## config.mk

```make
export PLATFORM = sky130hd
export DESIGN_NAME = pwm_speed_ramp
export DESIGN_NICKNAME = d
export VERILOG_FILES = /design/src/rtl/pwm_ramp_pkg.sv /design/src/rtl/ramp_tick_gen.sv /design/src/rtl/pwm_speed_ramp.sv
export SDC_FILE = /design/constraint.sdc
export NUM_CORES = 1
export LEC_CHECK = 0
export CORE_MARGIN = 4
export CORE_UTILIZATION = 35
export CTS_BUF_LIST = sky130_fd_sc_hd__clkbuf_8
export DETAILED_ROUTE_END_ITERATION = 10
export GPL_TIMING_DRIVEN = 1
export MAX_ROUTING_LAYER = met4
export PLACE_DENSITY_LB_ADDON = 0.3
export SLEW_MARGIN = 10
export SYNTH_ARGS = -nofsm -noshare
export SYNTH_HDL_FRONTEND = slang
export SYNTH_SLANG_ARGS = --single-unit
```

## constraint.sdc

```tcl
create_clock -name clock_i -period 8.4 [get_ports clock_i]
set_clock_uncertainty 0.1 [all_clocks]
set_input_delay 1.68 -clock clock_i [delete_from_list [all_inputs] [get_ports clock_i]]
set_output_delay 1.68 -clock clock_i [all_outputs]
set_load 0.02 [all_outputs]
```

## src/rtl/pwm_ramp_pkg.sv

```systemverilog
`default_nettype none
// ============================================================================
//  Module      : pwm_ramp_pkg
//  Description : Shared types and constants for the PWM soft-start/soft-stop
//                speed ramp sequencer.
//  Revision    : 1.0 - initial release
// ============================================================================
package pwm_ramp_pkg;

    // Sequencer states
    typedef enum logic [1:0] {
        OFF  = 2'd0,
        RAMP = 2'd1,
        HOLD = 2'd2,
        STOP = 2'd3
    } ramp_state_t;

    // Default widths of the speed code and the dwell counter
    localparam int SPEED_W_DEF = 3;
    localparam int DWELL_W_DEF = 16;

    // Speed code limits for the default speed width
    localparam int SPEED_ZERO = 0;
    localparam int SPEED_MAX  = (1 << SPEED_W_DEF) - 1;

endpackage : pwm_ramp_pkg
`default_nettype wire

```

## src/rtl/ramp_tick_gen.sv

```systemverilog
`default_nettype none
// ============================================================================
//  Module      : ramp_tick_gen
//  Description : Dwell counter. Raises tick once every dwell clock cycles
//                (a dwell of 0 behaves as 1). restart clears the count.
//  Revision    : 1.0 - initial release
// ============================================================================
module ramp_tick_gen #(
    parameter int DWELL_W = 16
) (
    input  logic               clock_i,
    input  logic               reset_i,
    input  logic               restart_i,
    input  logic [DWELL_W-1:0] dwell_i,
    output logic               tick_o
);

    logic [DWELL_W-1:0] cnt_q;
    logic [DWELL_W-1:0] cnt_d;
    logic [DWELL_W-1:0] limit_w;

    // Terminal count; >= makes a lowered dwell tick immediately
    always_comb begin
        limit_w = (dwell_i == '0) ? '0 : (dwell_i - 1'b1);
        tick_o  = (cnt_q >= limit_w);
        cnt_d   = (restart_i || tick_o) ? '0 : (cnt_q + 1'b1);
    end

    // Count register
    always_ff @(posedge clock_i) begin
        if (reset_i) begin
            cnt_q <= '0;
        end else begin
            cnt_q <= cnt_d;
        end
    end

endmodule : ramp_tick_gen
`default_nettype wire

```

## src/rtl/pwm_speed_ramp.sv

```systemverilog
`default_nettype none
// ============================================================================
//  Module      : pwm_speed_ramp
//  Description : Soft-start/soft-stop sequencer feeding the PWM width
//                generator. Steps speed by +/-1 per dwell period and ramps
//                to 0 before dropping the enable.
//                Optional macro SPEED_RAMP_ESTOP_EN adds an emergency stop
//                input that forces OFF immediately.
//  Revision    : 1.0 - initial release
// ============================================================================
module pwm_speed_ramp
    import pwm_ramp_pkg::*;
#(
    parameter int SPEED_W = SPEED_W_DEF,
    parameter int DWELL_W = DWELL_W_DEF
) (
    input  logic               clock_i,
    input  logic               reset_i,
    input  logic               run_i,
    input  logic [SPEED_W-1:0] target_i,
    input  logic [DWELL_W-1:0] dwell_i,
`ifdef SPEED_RAMP_ESTOP_EN
    input  logic               estop_i,
`endif
    output logic [SPEED_W-1:0] speed_o,
    output logic               pwm_enable_o,
    output logic               at_target_o,
    output logic               busy_o
);

    localparam logic [SPEED_W-1:0] C_SPD_ZERO = SPEED_W'(SPEED_ZERO);
    localparam logic [SPEED_W-1:0] C_SPD_MAX  = {SPEED_W{1'b1}};

    ramp_state_t        state_q, state_d;
    logic [SPEED_W-1:0] speed_q, speed_d;
    logic               enable_q, enable_d;
    logic               at_target_q, at_target_d;
    logic               busy_q, busy_d;
    logic               tick_w;
    logic               restart_w;

    // The dwell timer restarts whenever the state changes
    assign restart_w = (state_d != state_q);

    ramp_tick_gen #(
        .DWELL_W (DWELL_W)
    ) u_tick (
        .clock_i   (clock_i),
        .reset_i   (reset_i),
        .restart_i (restart_w),
        .dwell_i   (dwell_i),
        .tick_o    (tick_w)
    );

    // Next-state, next-speed and next-output decode
    always_comb begin
        state_d = state_q;
        speed_d = speed_q;
        unique case (state_q)
            OFF: begin
                speed_d = C_SPD_ZERO;
                if (run_i) begin
                    state_d = RAMP;
                end
            end
            RAMP: begin
                if (!run_i) begin
                    state_d = (speed_q == C_SPD_ZERO) ? OFF : STOP;
                end else if (speed_q == target_i) begin
                    state_d = HOLD;
                end else if (tick_w) begin
                    // Direction re-evaluated every step; never past the limits
                    if ((target_i > speed_q) && (speed_q != C_SPD_MAX)) begin
                        speed_d = speed_q + 1'b1;
                    end else if ((target_i < speed_q) && (speed_q != C_SPD_ZERO)) begin
                        speed_d = speed_q - 1'b1;
                    end
                    if (speed_d == target_i) begin
                        state_d = HOLD;
                    end
                end
            end
            HOLD: begin
                if (!run_i) begin
                    state_d = (speed_q == C_SPD_ZERO) ? OFF : STOP;
                end else if (target_i != speed_q) begin
                    state_d = RAMP;
                end
            end
            STOP: begin
                // Resuming keeps the current speed; reaching 0 lets one
                // more cycle pass before enable is dropped
                if (run_i) begin
                    state_d = RAMP;
                end else if (speed_q == C_SPD_ZERO) begin
                    state_d = OFF;
                end else if (tick_w) begin
                    speed_d = speed_q - 1'b1;
                end
            end
            default: begin
                state_d = OFF;
                speed_d = C_SPD_ZERO;
            end
        endcase
`ifdef SPEED_RAMP_ESTOP_EN
        // Emergency stop overrides every other input
        if (estop_i) begin
            state_d = OFF;
            speed_d = C_SPD_ZERO;
        end
`endif
        enable_d    = (state_d != OFF);
        at_target_d = (state_d == HOLD);
        busy_d      = (state_d == RAMP) || (state_d == STOP);
    end

    // State, speed and registered status outputs
    always_ff @(posedge clock_i) begin
        if (reset_i) begin
            state_q     <= OFF;
            speed_q     <= C_SPD_ZERO;
            enable_q    <= 1'b0;
            at_target_q <= 1'b0;
            busy_q      <= 1'b0;
        end else begin
            state_q     <= state_d;
            speed_q     <= speed_d;
            enable_q    <= enable_d;
            at_target_q <= at_target_d;
            busy_q      <= busy_d;
        end
    end

    assign speed_o      = speed_q;
    assign pwm_enable_o = enable_q;
    assign at_target_o  = at_target_q;
    assign busy_o       = busy_q;

endmodule : pwm_speed_ramp
`default_nettype wire

```

==> results.json, run 1 <==
{
  "synth.distinct_cells": 51,
  "syn-cell-area_um2": 2150,
  "hold_viol_final": 0,
  "die_x_um": 86.3,
  "insertion_delay_ns": 0.26,
  "area_growth_pct": 17.8,
  "crit_fanout": 16,
  "overflow": 0,
  "slowest_delay_ns": 0.61,
  "regArea_um2": 460,
  "reg2reg_from": "speed_o[2]",
  "layout_setup_ws_ns": 2.99,
  "crit_path_cell_trace": "clkdlybuf4s50_1 -> or3_1 -> nor4_2 -> nand2_1 -> nor4_1 -> xor2_1 -> nand2_1 -> ha_1 -> a211oi_1 -> nor2_1 -> nor3_1 -> o211ai_1 -> a2111o_1 -> nor2_1",
  "pre_cts_slack_ns": 2.68,
  "cp.arrival_ns": 5.51,
  "core_area_um2": 5920,
  "num_io_pins": 28,
  "period_minus_slack_ns": 5.41,
  "outcome": "complete, no violations",
  "cts_hold_buf": 0,
  "finalCritPeriodShare": 0.644,
  "fmax_ghz": 0.185,
  "multiInputGateArea_um2": 1620,
  "slew_headroom": 0.503,
  "min_path_type": "register to register",
  "antenna_found_initial": 0,
  "peakVddDrop_mv": 0.0651,
  "crit_path_start": "dwell_i[5]",
  "cts_max_level": 1,
  "drive_gt1_frac": 0.0471,
  "vias": 2022,
  "worst_pin_slew_ns": 0.742,
  "rows": 28,
  "crit_path_end_kind": "register",
  "r2r_cells": 8,
  "grt_pass1_wl_um": 8070,
  "cts_resized": 0,
  "rsz0062_at_grt": "no",
  "via_per_inst": 5.44,
  "final_common_cell": "nand2_1",
  "grt_pass1_vias": 1849,
  "yosysTopAreaCell": "dfxtp_1",
  "worstPathRequired_ns": 8.50,
  "reg2reg_slack_ns": 5.61,
  "grt_usage": 0.132,
  "synth-edff-count": 0,
  "synth.area.top_cells": "dfxtp_1, ha_1, xor2_1, xnor2_1, nand2_1",
  "syn_avg_cell_area_um2": 7.86,
  "async_flop_share": 0,
  "drt-initial-drc-count": 66,
  "seq_area_frac_synth": 0.214,
  "numCtsBuffers": 3,
  "finalPower_w": 0.000231,
  "cts-root-buf": "clkbuf_8",
  "ant_nets": 0,
  "clk_path_buf_depth": 2,
  "dpl.hpwl_um": 3770,
  "synth_top_area_frac": 0.214,
  "cts_num_sinks": 23,
  "place_congestion": 0.878,
  "placed_cell_area_um2": 2480,
  "syn_nets": 321,
  "yosysWarnings": 0,
  "start_util": 0.363,
  "final-setup-viol-count": 0,
  "max_cap_viol_count": 0,
  "cts_tree": "done",
  "power_per_cell_area_nw_per_um2": 91.3,
  "postLayoutCellArea_um2": 2530,
  "die_h_um": 86.3,
  "cp-start-kind": "input port",
  "cpMaxStageDelayCell": "a2111o_1",
  "dr.pass1.iters": 4,
  "wirelength_um": 4630,
  "io_buffers": 27,
  "final_nets": 346,
  "path_clk_slew_ns": 0.08,
  "p_leak_nw": 1.04,
  "cts_setup_buffers": 0,
  "criticalPathCategory": "input port to register",
  "synth_ff_type": "dfxtp_1",
  "wl_per_cell_um": 12.4,
  "drv_slew": 0,
  "grt_max_degree": 17,
  "n_antenna_cell": 0,
  "fin_tns_setup_ns": 0,
  "endpoint": "u_tick.cnt_q[15]",
  "yosys_register_bits": 23,
  "synthCells": 273,
  "n_fill_cell": 584,
  "final_cell_mix": "nand2_1, nor2_1, clkdlybuf4s50_1",
  "dieArea_um2": 7450,
  "drc": 0,
  "reg2reg_to": "pwm_enable_o"
}
-- metrics by stage --
step                       util  instances  hold slack, ns
after floorplan               -        273           0.337
after global placement    0.420        368           0.374
after detailed placement  0.420        368           0.376
after CTS                 0.427        372           0.391
after global routing      0.427        372           0.435
final                     0.427        372           0.386
-- worst min-delay path by stage --
stage / cells past startpoint / start / to
floorplan: 1 / u_tick.cnt_q[0] / u_tick.cnt_q[0]
global placement: 1 / u_tick.cnt_q[0] / u_tick.cnt_q[0]
detailed placement: 1 / u_tick.cnt_q[0] / u_tick.cnt_q[0]
CTS: 1 / u_tick.cnt_q[0] / u_tick.cnt_q[0]
global route: 1 / u_tick.cnt_q[0] / u_tick.cnt_q[0]
finish: 1 / u_tick.cnt_q[0] / u_tick.cnt_q[0]
-- power breakdown --
part,switching (W),internal [W]
Sequential,0.00000237,0.000110
Combinational,0.0000259,0.0000244
Clock,0.0000353,0.0000326
-- registers in the layout (all words and copies together), names as in the netlist --
register,count
u_tick.cnt_q,16
busy_o,1
speed_o,3
at_target_o,1
state_q,1
pwm_enable_o,1
-- synthesized netlist by cell type, drive strengths merged (3+ instances only) --
cell type and n:
nor4 3, nor2 28, a21oi 9, nor3 7, nor4b 3, inv 12
a211oi 3, a211o 4, o21ai 8, a31oi 10, nor2b 6, ha 26
nand3 13, clkbuf 6, and3 7, nand4 9, nand2b 4, dfxtp 23
nand2 30, xor2 17, xnor2 13, a21o 3
-- per-layer routing --
layer	part of all wire	track usage	up-vias
met5	0	-	-
met3	0.049	0.0162	8
met2	0.46	0.218	54
met4	0.023	0.0439	0
li1	-	-	1049
met1	0.47	0.168	911
-- layout make-up --
| type | instances | area share |
|---|---|---|
| Inverter | 12 | 0.0178 |
| Clock buffer | 3 | 0.0163 |
| Multi-Input combinational cell | 231 | 0.638 |
| Timing Repair Buffer | 27 | 0.107 |
| Clock inverter | 1 | 0.00148 |
| Tap cell | 75 | 0.0371 |
| Sequential cell | 23 | 0.182 |
-- cells by family (layout without fill, tap and decap cells) --
family / Yosys count / after routing / share of synthesized area
DFF: 23 / 23 / 0.214
adders and majority gates: 26 / 26 / 0.152
xor gates and xnor gates: 30 / 30 / 0.122
buffers and inverters: 19 / 43 / 0.0332
and+or+nand+nor: 117 / 117 / 0.278
AOI/OAI and AO/OA: 57 / 57 / 0.195
muxes: 1 / 1 / 0.00524
-- worst max-delay path: cells and delay by family --
| family | cells | cell delay [ns] |
|---|---|---|
| simple gates | 8 | 1.70 |
| compound gates | 3 | 1.18 |
| fa+ha+maj | 1 | 0.31 |
| xor+xnor | 1 | 0.18 |
| buf+inv | 1 | 0.44 |
(Power assumes the default switching activity.)
==> run 2, diff against run 1 <==
Clock period 8.4 ns to 4.5 ns, I/O delays scaled along.
==> run 2 against run 1 <==
Against the previous run:
- sequential share of layout area down 0.38 points
- global-route usage increased by 0.26 points
- highest routed layer unchanged
- non-clock buffer count rose by 7
- critical path depth is the same
- largest cell class unchanged
- final cell count is 1.9% higher
- clock-buffer cell count is the same
- critical endpoint is now u_tick.cnt_q[8]
- flip-flop and latch count stayed put
- largest power group unchanged
==> results.json, run 2 (synthesis gave the netlist of run 1 again) <==
{
  "outcome": "complete, no violations",
  "numCtsBuffers": 3,
  "die_x_um": 86.3,
  "n_antenna_cell": 0,
  "dpl.hpwl_um": 3830,
  "core_area_um2": 5920,
  "p_leak_nw": 1.07,
  "clk_path_buf_depth": 2,
  "crit_fanout": 16,
  "min_path_type": "register to register",
  "cts-root-buf": "clkbuf_8",
  "worstPathRequired_ns": 4.60,
  "multiInputGateArea_um2": 1620,
  "place_congestion": 0.837,
  "criticalPathCategory": "input port to register",
  "holdWs_ns": 0.387,
  "dp.cells": 375,
  "antenna_found_initial": 0,
  "instances_no_fill": 379,
  "area_growth_pct": 20.3,
  "dr.pass1.iters": 4,
  "period_minus_slack_ns": 4.10,
  "io_buffers": 27,
  "final_nets": 353,
  "slew_headroom": 0.651,
  "rsz0062_at_grt": "no",
  "die_h_um": 86.3,
  "fmax_ghz": 0.244,
  "fin_tns_setup_ns": 0,
  "cts_num_sinks": 23,
  "cp.arrival_ns": 4.20,
  "max_cap_viol_count": 0,
  "placed_cell_area_um2": 2540,
  "wirelength_um": 4800,
  "final_common_cell": "nand2_1",
  "finalCritPeriodShare": 0.912,
  "grt_pass1_vias": 1901,
  "power_per_cell_area_nw_per_um2": 167,
  "drive_gt1_frac": 0.0724,
  "vias": 2050,
  "pwr-share-seq": 0.488,
  "layout_setup_ws_ns": 0.397,
  "grt_usage": 0.135,
  "largest_register_ffs": 16,
  "dieArea_um2": 7450,
  "crit_path_end_kind": "register",
  "drt-initial-drc-count": 77,
  "largest_register": "u_tick.cnt_q",
  "rows": 28,
  "reg2reg_slack_ns": 1.68,
  "swShare": 0.272,
  "n_fill_cell": 623,
  "postLayoutCellArea_um2": 2580,
  "cts_tree": "done",
  "via_per_inst": 5.41,
  "wl_per_cell_um": 12.7,
  "grt_max_degree": 17,
  "power_frac_comb": 0.224,
  "insertion_delay_ns": 0.26,
  "path_clk_slew_ns": 0.08,
  "overflow": 0,
  "peakVddDrop_mv": 0.111,
  "cts_hold_buf": 0,
  "worst_pin_slew_ns": 0.523,
  "hold_viol_final": 0,
  "grt_pass1_wl_um": 8250,
  "ant_nets": 0,
  "cts_max_level": 1,
  "num_io_pins": 28,
  "final-setup-viol-count": 0,
  "p_int_w": 0.000314,
  "drc": 0,
  "drv_slew": 0,
  "pre_cts_slack_ns": 0.0221,
  "p_clk_frac": 0.288,
  "start_util": 0.363,
  "switchingPower_w": 0.000117,
  "regArea_um2": 460,
  "cp-start-kind": "input port",
  "final_cell_mix": "nand2_1, nor2_1, clkdlybuf4s50_1"
}
## run 2: path summary, 6_finish.rpt
path / startpoint / endpoint / cells after the start
max: dwell_i[3] / u_tick.cnt_q[8] / 14
min: u_tick.cnt_q[0] / u_tick.cnt_q[0] / 1
min reg2reg: u_tick.cnt_q[0] / u_tick.cnt_q[0] / 1
max reg2reg: speed_o[2] / pwm_enable_o / 8
## run 2: layout make-up
class | instances | area share
well taps | 75 | 0.0363
repair buffers | 34 | 0.125
multi-input cells | 231 | 0.626
clock inverters | 1 | 0.00145
clock buffers | 3 | 0.0160
inverters | 12 | 0.0174
flip-flops and latches | 23 | 0.178
## run 2: routing by layer
| layer | part of all wire | GRT usage | routed length, um | vias up |
|---|---|---|---|---|
| met5 | 0 | - | 0 | - |
| met4 | 0.013 | 0.0425 | 64 | 0 |
| met3 | 0.040 | 0.0152 | 190 | 7 |
| met2 | 0.48 | 0.224 | 2300 | 45 |
| met1 | 0.47 | 0.171 | 2240 | 935 |
| li1 | - | - | - | 1063 |
## run 2: power by group through the flow
stage,registers [W],clock network [W],logic [W]
4_1_cts,0.000211,0.000128,0.0000968
2_1_floorplan,0.000215,0,0.0000563
5_1_grt,0.000211,0.000139,0.000109
3_5_place_dp,0.000215,0,0.0000963
6_report,0.000211,0.000125,0.0000966
3_3_place_gp,0.000215,0,0.0000955
## run 2: what timing repair did
| item | in CTS | in global routing |
|---|---|---|
| resized for setup | 0 | 1 |
| setup endpoints to repair | 0 | 3 |
| setup buffers | 0 | 0 |
## run 2: critical path, cell delays in order
cell	delay [ns]
clkdlybuf4s50_1	0.41
or4_1	0.60
inv_1	0.14
nand2_1	0.10
nor4_1	0.24
xor2_1	0.18
nand2_1	0.07
ha_1	0.29
a211oi_1	0.21
nor2_1	0.07
nor3_1	0.18
o211ai_1	0.16
a2111o_2	0.52
nor2_1	0.14
## run 2: stage by stage
| step | utilization | power, W |
|---|---|---|
| CTS | 0.436 | 0.000436 |
| finish | 0.436 | 0.000432 |
| floorplan | - | 0.000271 |
| global placement | 0.429 | 0.000311 |
| global route | 0.436 | 0.000459 |
| detailed placement | 0.429 | 0.000312 |
